<file path="src/rtl/multicycle_control_pkg.sv">
// Shared types and constants for the multi-cycle MIPS control unit.
// Holds the state enum, opcode/funct codes, datapath select encodings.
package mips_ctrl_pkg;

    typedef enum logic [3:0] {
        S_IDLE,
        S_FETCH,
        S_DECODE,
        S_MEM_ADDR,
        S_MEM_RD,
        S_MEM_WB,
        S_MEM_WR,
        S_EXEC_R,
        S_R_WB,
        S_EXEC_I,
        S_I_WB,
        S_BRANCH,
        S_JUMP,
        S_JAL,
        S_JR,
        S_TRAP
    } state_e;

    localparam logic [5:0] OP_RTYPE = 6'h00;
    localparam logic [5:0] OP_J     = 6'h02;
    localparam logic [5:0] OP_JAL   = 6'h03;
    localparam logic [5:0] OP_BEQ   = 6'h04;
    localparam logic [5:0] OP_BNE   = 6'h05;
    localparam logic [5:0] OP_ADDI  = 6'h08;
    localparam logic [5:0] OP_ADDIU = 6'h09;
    localparam logic [5:0] OP_ANDI  = 6'h0C;
    localparam logic [5:0] OP_ORI   = 6'h0D;
    localparam logic [5:0] OP_XORI  = 6'h0E;
    localparam logic [5:0] OP_LW    = 6'h23;
    localparam logic [5:0] OP_SW    = 6'h2B;
    localparam logic [5:0] FN_JR    = 6'h08;

    localparam logic [2:0] ALU_ADD   = 3'd0;
    localparam logic [2:0] ALU_SUB   = 3'd1;
    localparam logic [2:0] ALU_FUNCT = 3'd2;
    localparam logic [2:0] ALU_AND   = 3'd3;
    localparam logic [2:0] ALU_OR    = 3'd4;
    localparam logic [2:0] ALU_XOR   = 3'd5;

    localparam logic [1:0] SRCB_REG    = 2'd0;
    localparam logic [1:0] SRCB_FOUR   = 2'd1;
    localparam logic [1:0] SRCB_IMM    = 2'd2;
    localparam logic [1:0] SRCB_IMM_SH = 2'd3;

    localparam logic [1:0] PCS_ALU    = 2'd0;
    localparam logic [1:0] PCS_ALUOUT = 2'd1;
    localparam logic [1:0] PCS_JUMP   = 2'd2;
    localparam logic [1:0] PCS_REG    = 2'd3;

    localparam logic [1:0] RD_RT = 2'd0;
    localparam logic [1:0] RD_RD = 2'd1;
    localparam logic [1:0] RD_RA = 2'd2;

    localparam logic [1:0] M2R_ALU = 2'd0;
    localparam logic [1:0] M2R_MDR = 2'd1;
    localparam logic [1:0] M2R_PC  = 2'd2;

    function automatic state_e decode_next(
        input logic [5:0] op,
        input logic [5:0] fn
    );
        state_e nxt;
        case (op)
            OP_RTYPE: nxt = (fn == FN_JR) ? S_JR : S_EXEC_R;
            OP_LW, OP_SW: nxt = S_MEM_ADDR;
            OP_BEQ, OP_BNE: nxt = S_BRANCH;
            OP_J: nxt = S_JUMP;
            OP_JAL: nxt = S_JAL;
            OP_ADDI, OP_ADDIU, OP_ANDI,
            OP_ORI, OP_XORI: nxt = S_EXEC_I;
            default: nxt = S_TRAP;
        endcase
        return nxt;
    endfunction

    function automatic logic [2:0] imm_alu_op(input logic [5:0] op);
        logic [2:0] aop;
        case (op)
            OP_ANDI: aop = ALU_AND;
            OP_ORI: aop = ALU_OR;
            OP_XORI: aop = ALU_XOR;
            default: aop = ALU_ADD;
        endcase
        return aop;
    endfunction

    function automatic logic imm_zero_ext(input logic [5:0] op);
        return (op == OP_ANDI) || (op == OP_ORI) || (op == OP_XORI);
    endfunction

endpackage

</file>
<file path="src/rtl/multicycle_control_if.sv">
// Control/status bundle between the multi-cycle controller and datapath.
// The controller uses the master side, the datapath the slave side.
interface multicycle_control_if #(
    parameter int CNT_W = 32
);
    logic [5:0]       opcode;
    logic [5:0]       funct;
    logic             zero;
    logic             mem_ready;
    logic             pc_write;
    logic             pc_write_cond;
    logic             branch_ne;
    logic             iord;
    logic             mem_read;
    logic             mem_write;
    logic             ir_write;
    logic             reg_write;
    logic [1:0]       reg_dst;
    logic [1:0]       mem_to_reg;
    logic             alu_src_a;
    logic [1:0]       alu_src_b;
    logic             zero_ext;
    logic [2:0]       alu_op;
    logic [1:0]       pc_source;
    logic             illegal_op;
    logic             mem_abort;
    logic [CNT_W-1:0] retired;
    logic [3:0]       state;

    modport master (
        input  opcode, funct, zero, mem_ready,
        output pc_write, pc_write_cond, branch_ne, iord,
        output mem_read, mem_write, ir_write, reg_write,
        output reg_dst, mem_to_reg, alu_src_a, alu_src_b,
        output zero_ext, alu_op, pc_source,
        output illegal_op, mem_abort, retired, state
    );

    modport slave (
        output opcode, funct, zero, mem_ready,
        input  pc_write, pc_write_cond, branch_ne, iord,
        input  mem_read, mem_write, ir_write, reg_write,
        input  reg_dst, mem_to_reg, alu_src_a, alu_src_b,
        input  zero_ext, alu_op, pc_source,
        input  illegal_op, mem_abort, retired, state
    );
endinterface

</file>
<file path="src/rtl/multicycle_control_mem_wait_timer.sv">
// Memory wait counter: counts stalled cycles, flags the timeout cycle.
// Any cycle that is not a stall clears it, so each access starts at zero.
module mem_wait_timer #(
    parameter int MEM_TIMEOUT = 15
) (
    input  logic clk,
    input  logic rst_n,
    input  logic waiting,
    output logic timeout
);
    localparam logic [7:0] LIMIT = 8'(MEM_TIMEOUT);

    logic [7:0] cnt_q;
    logic [7:0] cnt_d;

    assign timeout = waiting && (cnt_q == LIMIT);

    always_comb begin
        cnt_d = '0;
        if (waiting && !timeout) begin
            cnt_d = cnt_q + 8'd1;
        end
    end

    always_ff @(posedge clk) begin
        if (!rst_n) begin
            cnt_q <= '0;
        end else begin
            cnt_q <= cnt_d;
        end
    end
endmodule

</file>
<file path="src/rtl/multicycle_control.sv">
// Multi-cycle MIPS control FSM with memory handshake, opcode trap,
// timeout abort and retired-instruction counter.
module multicycle_control
    import mips_ctrl_pkg::*;
#(
    parameter int MEM_TIMEOUT = 15,
    parameter int CNT_W       = 32
) (
    input logic                 clk,
    input logic                 rst_n,
    multicycle_control_if.master bus
);
    state_e           state_q;
    state_e           state_d;
    logic             abort_q;
    logic             abort_d;
    logic [CNT_W-1:0] retired_q;
    logic [CNT_W-1:0] retired_d;
    logic             waiting;
    logic             timeout;
    logic             retire;

    assign waiting = ((state_q == S_FETCH) ||
                      (state_q == S_MEM_RD) ||
                      (state_q == S_MEM_WR)) && !bus.mem_ready;

    mem_wait_timer #(
        .MEM_TIMEOUT(MEM_TIMEOUT)
    ) u_timer (
        .clk(clk),
        .rst_n(rst_n),
        .waiting(waiting),
        .timeout(timeout)
    );

    always_ff @(posedge clk) begin
        if (!rst_n) begin
            state_q   <= S_IDLE;
            abort_q   <= 1'b0;
            retired_q <= '0;
        end else begin
            state_q   <= state_d;
            abort_q   <= abort_d;
            retired_q <= retired_d;
        end
    end

    // A timeout reuses TRAP; abort_q tells the two causes apart there.
    always_comb begin
        state_d = state_q;
        abort_d = timeout;
        unique case (state_q)
            S_IDLE: state_d = S_FETCH;
            S_FETCH: begin
                if (bus.mem_ready) state_d = S_DECODE;
                else if (timeout) state_d = S_TRAP;
            end
            S_DECODE: state_d = decode_next(bus.opcode, bus.funct);
            S_MEM_ADDR: begin
                state_d = (bus.opcode == OP_SW) ? S_MEM_WR : S_MEM_RD;
            end
            S_MEM_RD: begin
                if (bus.mem_ready) state_d = S_MEM_WB;
                else if (timeout) state_d = S_TRAP;
            end
            S_MEM_WR: begin
                if (bus.mem_ready) state_d = S_FETCH;
                else if (timeout) state_d = S_TRAP;
            end
            S_EXEC_R: state_d = S_R_WB;
            S_EXEC_I: state_d = S_I_WB;
            default: state_d = S_FETCH;
        endcase
    end

    always_comb begin
        retire = 1'b0;
        if (state_d == S_FETCH) begin
            unique case (state_q)
                S_MEM_WB, S_MEM_WR, S_R_WB, S_I_WB,
                S_BRANCH, S_JUMP, S_JAL, S_JR: retire = 1'b1;
                default: retire = 1'b0;
            endcase
        end
        retired_d = retire ? retired_q + 1'b1 : retired_q;
    end

    always_comb begin
        bus.pc_write      = 1'b0;
        bus.pc_write_cond = 1'b0;
        bus.branch_ne     = 1'b0;
        bus.iord          = 1'b0;
        bus.mem_read      = 1'b0;
        bus.mem_write     = 1'b0;
        bus.ir_write      = 1'b0;
        bus.reg_write     = 1'b0;
        bus.reg_dst       = RD_RT;
        bus.mem_to_reg    = M2R_ALU;
        bus.alu_src_a     = 1'b0;
        bus.alu_src_b     = SRCB_REG;
        bus.zero_ext      = 1'b0;
        bus.alu_op        = ALU_ADD;
        bus.pc_source     = PCS_ALU;
        bus.illegal_op    = 1'b0;
        bus.mem_abort     = 1'b0;
        unique case (state_q)
            S_FETCH: begin
                bus.mem_read  = 1'b1;
                bus.alu_src_b = SRCB_FOUR;
                bus.ir_write  = bus.mem_ready;
                bus.pc_write  = bus.mem_ready;
            end
            S_DECODE: bus.alu_src_b = SRCB_IMM_SH;
            S_MEM_ADDR: begin
                bus.alu_src_a = 1'b1;
                bus.alu_src_b = SRCB_IMM;
            end
            S_MEM_RD: begin
                bus.mem_read = 1'b1;
                bus.iord     = 1'b1;
            end
            S_MEM_WB: begin
                bus.reg_write  = 1'b1;
                bus.mem_to_reg = M2R_MDR;
            end
            S_MEM_WR: begin
                bus.mem_write = 1'b1;
                bus.iord      = 1'b1;
            end
            S_EXEC_R: begin
                bus.alu_src_a = 1'b1;
                bus.alu_op    = ALU_FUNCT;
            end
            S_R_WB: begin
                bus.reg_write = 1'b1;
                bus.reg_dst   = RD_RD;
            end
            S_EXEC_I: begin
                bus.alu_src_a = 1'b1;
                bus.alu_src_b = SRCB_IMM;
                bus.alu_op    = imm_alu_op(bus.opcode);
                bus.zero_ext  = imm_zero_ext(bus.opcode);
            end
            S_I_WB: bus.reg_write = 1'b1;
            S_BRANCH: begin
                bus.alu_src_a     = 1'b1;
                bus.alu_op        = ALU_SUB;
                bus.pc_write_cond = 1'b1;
                bus.pc_source     = PCS_ALUOUT;
                bus.branch_ne     = bus.opcode[0];
            end
            S_JUMP: begin
                bus.pc_write  = 1'b1;
                bus.pc_source = PCS_JUMP;
            end
            S_JAL: begin
                bus.pc_write   = 1'b1;
                bus.pc_source  = PCS_JUMP;
                bus.reg_write  = 1'b1;
                bus.reg_dst    = RD_RA;
                bus.mem_to_reg = M2R_PC;
            end
            S_JR: begin
                bus.pc_write  = 1'b1;
                bus.pc_source = PCS_REG;
            end
            S_TRAP: begin
                bus.illegal_op = !abort_q;
                bus.mem_abort  = abort_q;
            end
            default: ;
        endcase
    end

    assign bus.retired = retired_q;
    assign bus.state   = state_q;
endmodule

</file>
<file path="src/flat_wrapper.sv">
// flat-port wrapper written by rule: the top's interface ports become plain ports
module multicycle_control_flat import mips_ctrl_pkg::*;
#(
    parameter int MEM_TIMEOUT = 15,
    parameter int CNT_W       = 32
)
  (clk, rst_n, bus_opcode, bus_funct, bus_zero, bus_mem_ready, bus_pc_write, bus_pc_write_cond, bus_branch_ne, bus_iord, bus_mem_read, bus_mem_write, bus_ir_write, bus_reg_write, bus_reg_dst, bus_mem_to_reg, bus_alu_src_a, bus_alu_src_b, bus_zero_ext, bus_alu_op, bus_pc_source, bus_illegal_op, bus_mem_abort, bus_retired, bus_state);
  multicycle_control_if #(.CNT_W(CNT_W)) bus_i ();
  input logic clk;
  input logic rst_n;
  input wire logic [$bits(bus_i.opcode)-1:0] bus_opcode;
  input wire logic [$bits(bus_i.funct)-1:0] bus_funct;
  input wire logic [$bits(bus_i.zero)-1:0] bus_zero;
  input wire logic [$bits(bus_i.mem_ready)-1:0] bus_mem_ready;
  output wire logic [$bits(bus_i.pc_write)-1:0] bus_pc_write;
  output wire logic [$bits(bus_i.pc_write_cond)-1:0] bus_pc_write_cond;
  output wire logic [$bits(bus_i.branch_ne)-1:0] bus_branch_ne;
  output wire logic [$bits(bus_i.iord)-1:0] bus_iord;
  output wire logic [$bits(bus_i.mem_read)-1:0] bus_mem_read;
  output wire logic [$bits(bus_i.mem_write)-1:0] bus_mem_write;
  output wire logic [$bits(bus_i.ir_write)-1:0] bus_ir_write;
  output wire logic [$bits(bus_i.reg_write)-1:0] bus_reg_write;
  output wire logic [$bits(bus_i.reg_dst)-1:0] bus_reg_dst;
  output wire logic [$bits(bus_i.mem_to_reg)-1:0] bus_mem_to_reg;
  output wire logic [$bits(bus_i.alu_src_a)-1:0] bus_alu_src_a;
  output wire logic [$bits(bus_i.alu_src_b)-1:0] bus_alu_src_b;
  output wire logic [$bits(bus_i.zero_ext)-1:0] bus_zero_ext;
  output wire logic [$bits(bus_i.alu_op)-1:0] bus_alu_op;
  output wire logic [$bits(bus_i.pc_source)-1:0] bus_pc_source;
  output wire logic [$bits(bus_i.illegal_op)-1:0] bus_illegal_op;
  output wire logic [$bits(bus_i.mem_abort)-1:0] bus_mem_abort;
  output wire logic [$bits(bus_i.retired)-1:0] bus_retired;
  output wire logic [$bits(bus_i.state)-1:0] bus_state;
  assign bus_i.opcode = bus_opcode;
  assign bus_i.funct = bus_funct;
  assign bus_i.zero = bus_zero;
  assign bus_i.mem_ready = bus_mem_ready;
  assign bus_pc_write = bus_i.pc_write;
  assign bus_pc_write_cond = bus_i.pc_write_cond;
  assign bus_branch_ne = bus_i.branch_ne;
  assign bus_iord = bus_i.iord;
  assign bus_mem_read = bus_i.mem_read;
  assign bus_mem_write = bus_i.mem_write;
  assign bus_ir_write = bus_i.ir_write;
  assign bus_reg_write = bus_i.reg_write;
  assign bus_reg_dst = bus_i.reg_dst;
  assign bus_mem_to_reg = bus_i.mem_to_reg;
  assign bus_alu_src_a = bus_i.alu_src_a;
  assign bus_alu_src_b = bus_i.alu_src_b;
  assign bus_zero_ext = bus_i.zero_ext;
  assign bus_alu_op = bus_i.alu_op;
  assign bus_pc_source = bus_i.pc_source;
  assign bus_illegal_op = bus_i.illegal_op;
  assign bus_mem_abort = bus_i.mem_abort;
  assign bus_retired = bus_i.retired;
  assign bus_state = bus_i.state;
  multicycle_control #(.MEM_TIMEOUT(MEM_TIMEOUT), .CNT_W(CNT_W)) u_core (.clk(clk), .rst_n(rst_n), .bus(bus_i));
endmodule
</file>
<file path="config.mk">
export PLATFORM = sky130hd
export DESIGN_NAME = multicycle_control_flat
export DESIGN_NICKNAME = d
export VERILOG_FILES = /design/src/rtl/multicycle_control_pkg.sv /design/src/rtl/multicycle_control_if.sv /design/src/rtl/multicycle_control_mem_wait_timer.sv /design/src/rtl/multicycle_control.sv /design/src/flat_wrapper.sv
export SDC_FILE = /design/constraint.sdc
export NUM_CORES = 1
export LEC_CHECK = 0
export CAP_MARGIN = 0
export CORE_MARGIN = 2
export CORE_UTILIZATION = 35
export CTS_BUF_LIST = sky130_fd_sc_hd__clkbuf_4 sky130_fd_sc_hd__clkbuf_8
export CTS_CLUSTER_DIAMETER = 200
export DETAILED_ROUTE_END_ITERATION = 8
export PLACE_DENSITY = 0.69
export SLEW_MARGIN = 25
export SYNTH_ARGS = -nofsm -noshare
export SYNTH_HDL_FRONTEND = slang
export SYNTH_SLANG_ARGS = --single-unit
</file>
<file path="constraint.sdc">
create_clock -name clk -period 2.95 [get_ports clk]
set_clock_uncertainty 0.15 [all_clocks]
set_input_delay 0.4425 -clock clk [delete_from_list [all_inputs] [get_ports clk]]
set_output_delay 0.4425 -clock clk [all_outputs]
set_load 0.1 [all_outputs]
</file>
==> summary.md <==
| Metric | Value |
|---|---|
| Outcome | `finished, final reports clean` |
| Remaining antenna violation count | `0` |
| Via count | `between 3k and 4k` |
| Vias in the first global route | `2857` |
| Final count of pins violating max slew | `0` |
| GRT Residual Overflow | `0` |
| Max-slew headroom | `0.563` |
| Clk sink count | `46` |
| Number of core rows | `32` |
| Post-Syn Area | `0.00278 sq mm` |
| Met2 wire len | `3760 um` |
| PwrDens | `between 600 and 700 mW/mm^2` |
| Mapped Nets | `approximately 380` |
| Crit path DAT | `3.04 ns` |
| Crit Path Max Fanout | `6` |
| Clock transition at path regs | `approximately 0.1 ns` |
| Post-synthesis compound-gate area fraction | `0.224` |
| Met3 wire len | `409 um` |
| Final Hold Viols | `0` |
| Maximum vdd drop | `0.246 mV` |
| Number of hold buffers added after cts | `0` |
| Antenna violations before repair | `0` |
| Via-to-Cell Ratio | `around 5.5` |
| CTS Root Cell | `clkbuf_8` |
| CP endpoint kind | `flip-flop` |
| Post-synth top cells | `dfxtp_1 (46), a21oi_1 (38), nor2_1 (28)` |
| Type of the most critical hold path | `reg2reg` |
| Die X | `about 93 um` |
| Ys flop type | `dfxtp_1` |
| Die ar. | `a little under 0.009 sq mm` |
| Most common cell in the netlist | `dfxtp_1` |
| Yosys Warn Count | `0` |
| Clk_lat worst skew | `0.32 ns` |
| Initial DRT Pass Iterations | `4` |
| DRC viols | `0` |
| Share of layout cells above drive strength 1 | `0.338` |
| H-Tree Depth | `2` |
| Synth Area in Adders | `0.0180` |
| Fin Setup TNS | `0 ns` |
| Final setup fails | `0` |
| Worst path required time | `~3 ns` |
| PortBufs | `73` |
| TritonCTS clock tree | `built` |
| RSZ-0062 raised after global routing | `yes` |
| Register area share after synthesis | `0.331` |
| DR top layer | `met4` |
| Max Cap Violations | `0` |
| Total power | `2.47 mW` |
| Wire length per cell | `14.7 um` |
| IO Pins | `75` |
| GPL Wtd Cong | `0.854` |
| Mapped Avg Cell Area | `~7.7 sq um` |
| Largest family of logic cells by synthesized area | `simple AND/OR/NAND/NOR gates` |
| Area contributors post-synth | `dfxtp_1 (33%), a21oi_1 (6.8%), o31ai_1 (4.6%)` |
| Synth Area in XOR/XNOR | `0.0221` |
| Synth area leader | `dfxtp_1` |
| Crit start category | `primary input` |
| Tightest Pin Transition | `between 0.6 and 0.7 ns` |
| Synth Area in Simple Gates | `0.333` |
| Critical Setup Path Class | `in2reg` |
| Synth Instances | `~360` |
| Area delta synth->final | `48.0%` |
| Global-route wire length before repair | `~13000 um` |
| Starting Density | `0.360` |
| Post-synthesis mux area share | `0.0108` |
| Max Freq | `341 MHz` |
| Routed WL | `around 8100 um` |
| Starting DRC count in detailed routing | `around 130` |
| M1 WL | `3850 um` |
| Final Cycle Share | `0.993` |
| CTS Buf Count | `5` |
| Die Y | `just over 90 um` |
| Post-synthesis cell type count | `53` |
| ANT cells | `0` |
| Final worst path period need | `between 2 and 3 ns` |
| Post-DP HPWL | `5530 um` |
| Layout Nets | `approximately 470` |
| Core area | `0.00773 sq mm` |
| FFs w/ async S/R, synth | `0` |
| Hold slack | `0.309 ns` |
| Clock Path Buffers | `2` |
| Pleak | `between 1.5 and 2 nW` |
| Largest net degree at the start of global routing | `27` |
| Total track usage | `0.186` |
| Top-area cell type share of the netlist area | `0.331` |
| EDFF count, synth | `0` |
| FF+latch count, synth | `46` |
[worst paths after layout]
check	startpoint	endpoint	slack [ns]	depth (start not counted)
setup / recovery	bus_opcode[5]	u_core.bus.retired[12]$_SDFFE_PN0P_	0.02	9
hold / removal	u_core.u_timer.cnt_q[0]$_SDFF_PN0_	u_core.u_timer.cnt_q[0]$_SDFF_PN0_	0.31	1
setup reg to reg	u_core.bus.state[3]$_SDFF_PN0_	u_core.bus.retired[12]$_SDFFE_PN0P_	0.12	8
hold reg to reg	u_core.u_timer.cnt_q[0]$_SDFF_PN0_	u_core.u_timer.cnt_q[0]$_SDFF_PN0_	0.31	1
[per-stage QoR]
step	setup WS [ns]	util	instances	instance area, sq um
floorplan	-0.221	-	359	3010
global placement	-0.523	0.501	536	3870
detailed placement	-0.573	0.501	536	3870
CTS	0.0202	0.530	553	4100
global route	-0.0202	0.532	552	4110
finish	0.0217	0.532	552	4110
[worst max-delay path, stage by stage]
cell and delay [ns]:
buf_2 0.10, or4_4 0.54, a2111oi_4 0.32, o311ai_1 0.16
or4b_4 0.58, buf_6 0.17, buf_16 0.13, or4_1 0.46
a21oi_1 0.13
[flip-flops by register name (all words and copies together) (netlist names), named ones only]
name	count
u_core.bus.retired	32
u_core.u_timer.cnt_q	8
u_core.bus.state	4
u_core.abort_q	1
[logic make-up (layout without fill, tap and decap cells)]
group | Yosys count | after routing
buffers and inverters | 39 | 130
XOR/XNOR | 7 | 7
AND/OR/NAND/NOR | 163 | 163
multiplexers | 3 | 3
AO/OA/AOI/OAI | 97 | 97
adder cells (fa/ha/maj) | 4 | 4
flip-flops | 46 | 46
[where the power goes]
part	leakage, nW	internal, mW	switching [mW]	total [mW]
clock network	0.0494	0.171	0.239	0.411
registers	0.375	0.644	0.0583	0.702
logic	1.10	0.543	0.816	1.36
[what timing repair did]
| item | CTS | global route |
|---|---|---|
| pin swaps | 12 | 12 |
| buffers inserted | 6 | 0 |
| gates resized for setup | 24 | 14 |
| endpoints found under the setup margin | 32 | 16 |
| cloned | 3 | 0 |
[layout by cell type, fill, tap and decap left out, types with 4 or more instances in the layout]
cell              n
a21oi_1          29
a21oi_2           6
and2_1            5
and3_1           10
and4_1            4
buf_12            9
buf_4            81
clkbuf_8          5
clkdlybuf4s50_1   8
dfxtp_1          39
dfxtp_4           4
ha_1              4
inv_1            11
nand2_1          18
nand2b_1          7
nand3_1          17
nand4_1           7
nor2_1           23
nor2b_1           8
nor4_1            5
o21ai_0          17
o31ai_1          16
or3_1            13
or4_1            14
xnor2_1           4
[layer usage]
layer | global-route usage | up-vias
li1 | - | 1513
met1 | 0.246 | 1458
met2 | 0.309 | 72
met3 | 0.0371 | 9
met4 | 0.0551 | 0
met5 | 0 | -
[area by class of cell]
class	count	area [sq um]
fill	729	3620
multi-input combinational	274	1890
timing repair buffer	110	1010
sequential	46	940
tap	102	128
clock buffer	5	68.8
inverter	12	45.0
clock inverter	3	21.3
Note: power is estimated with default switching activity, not from simulation.
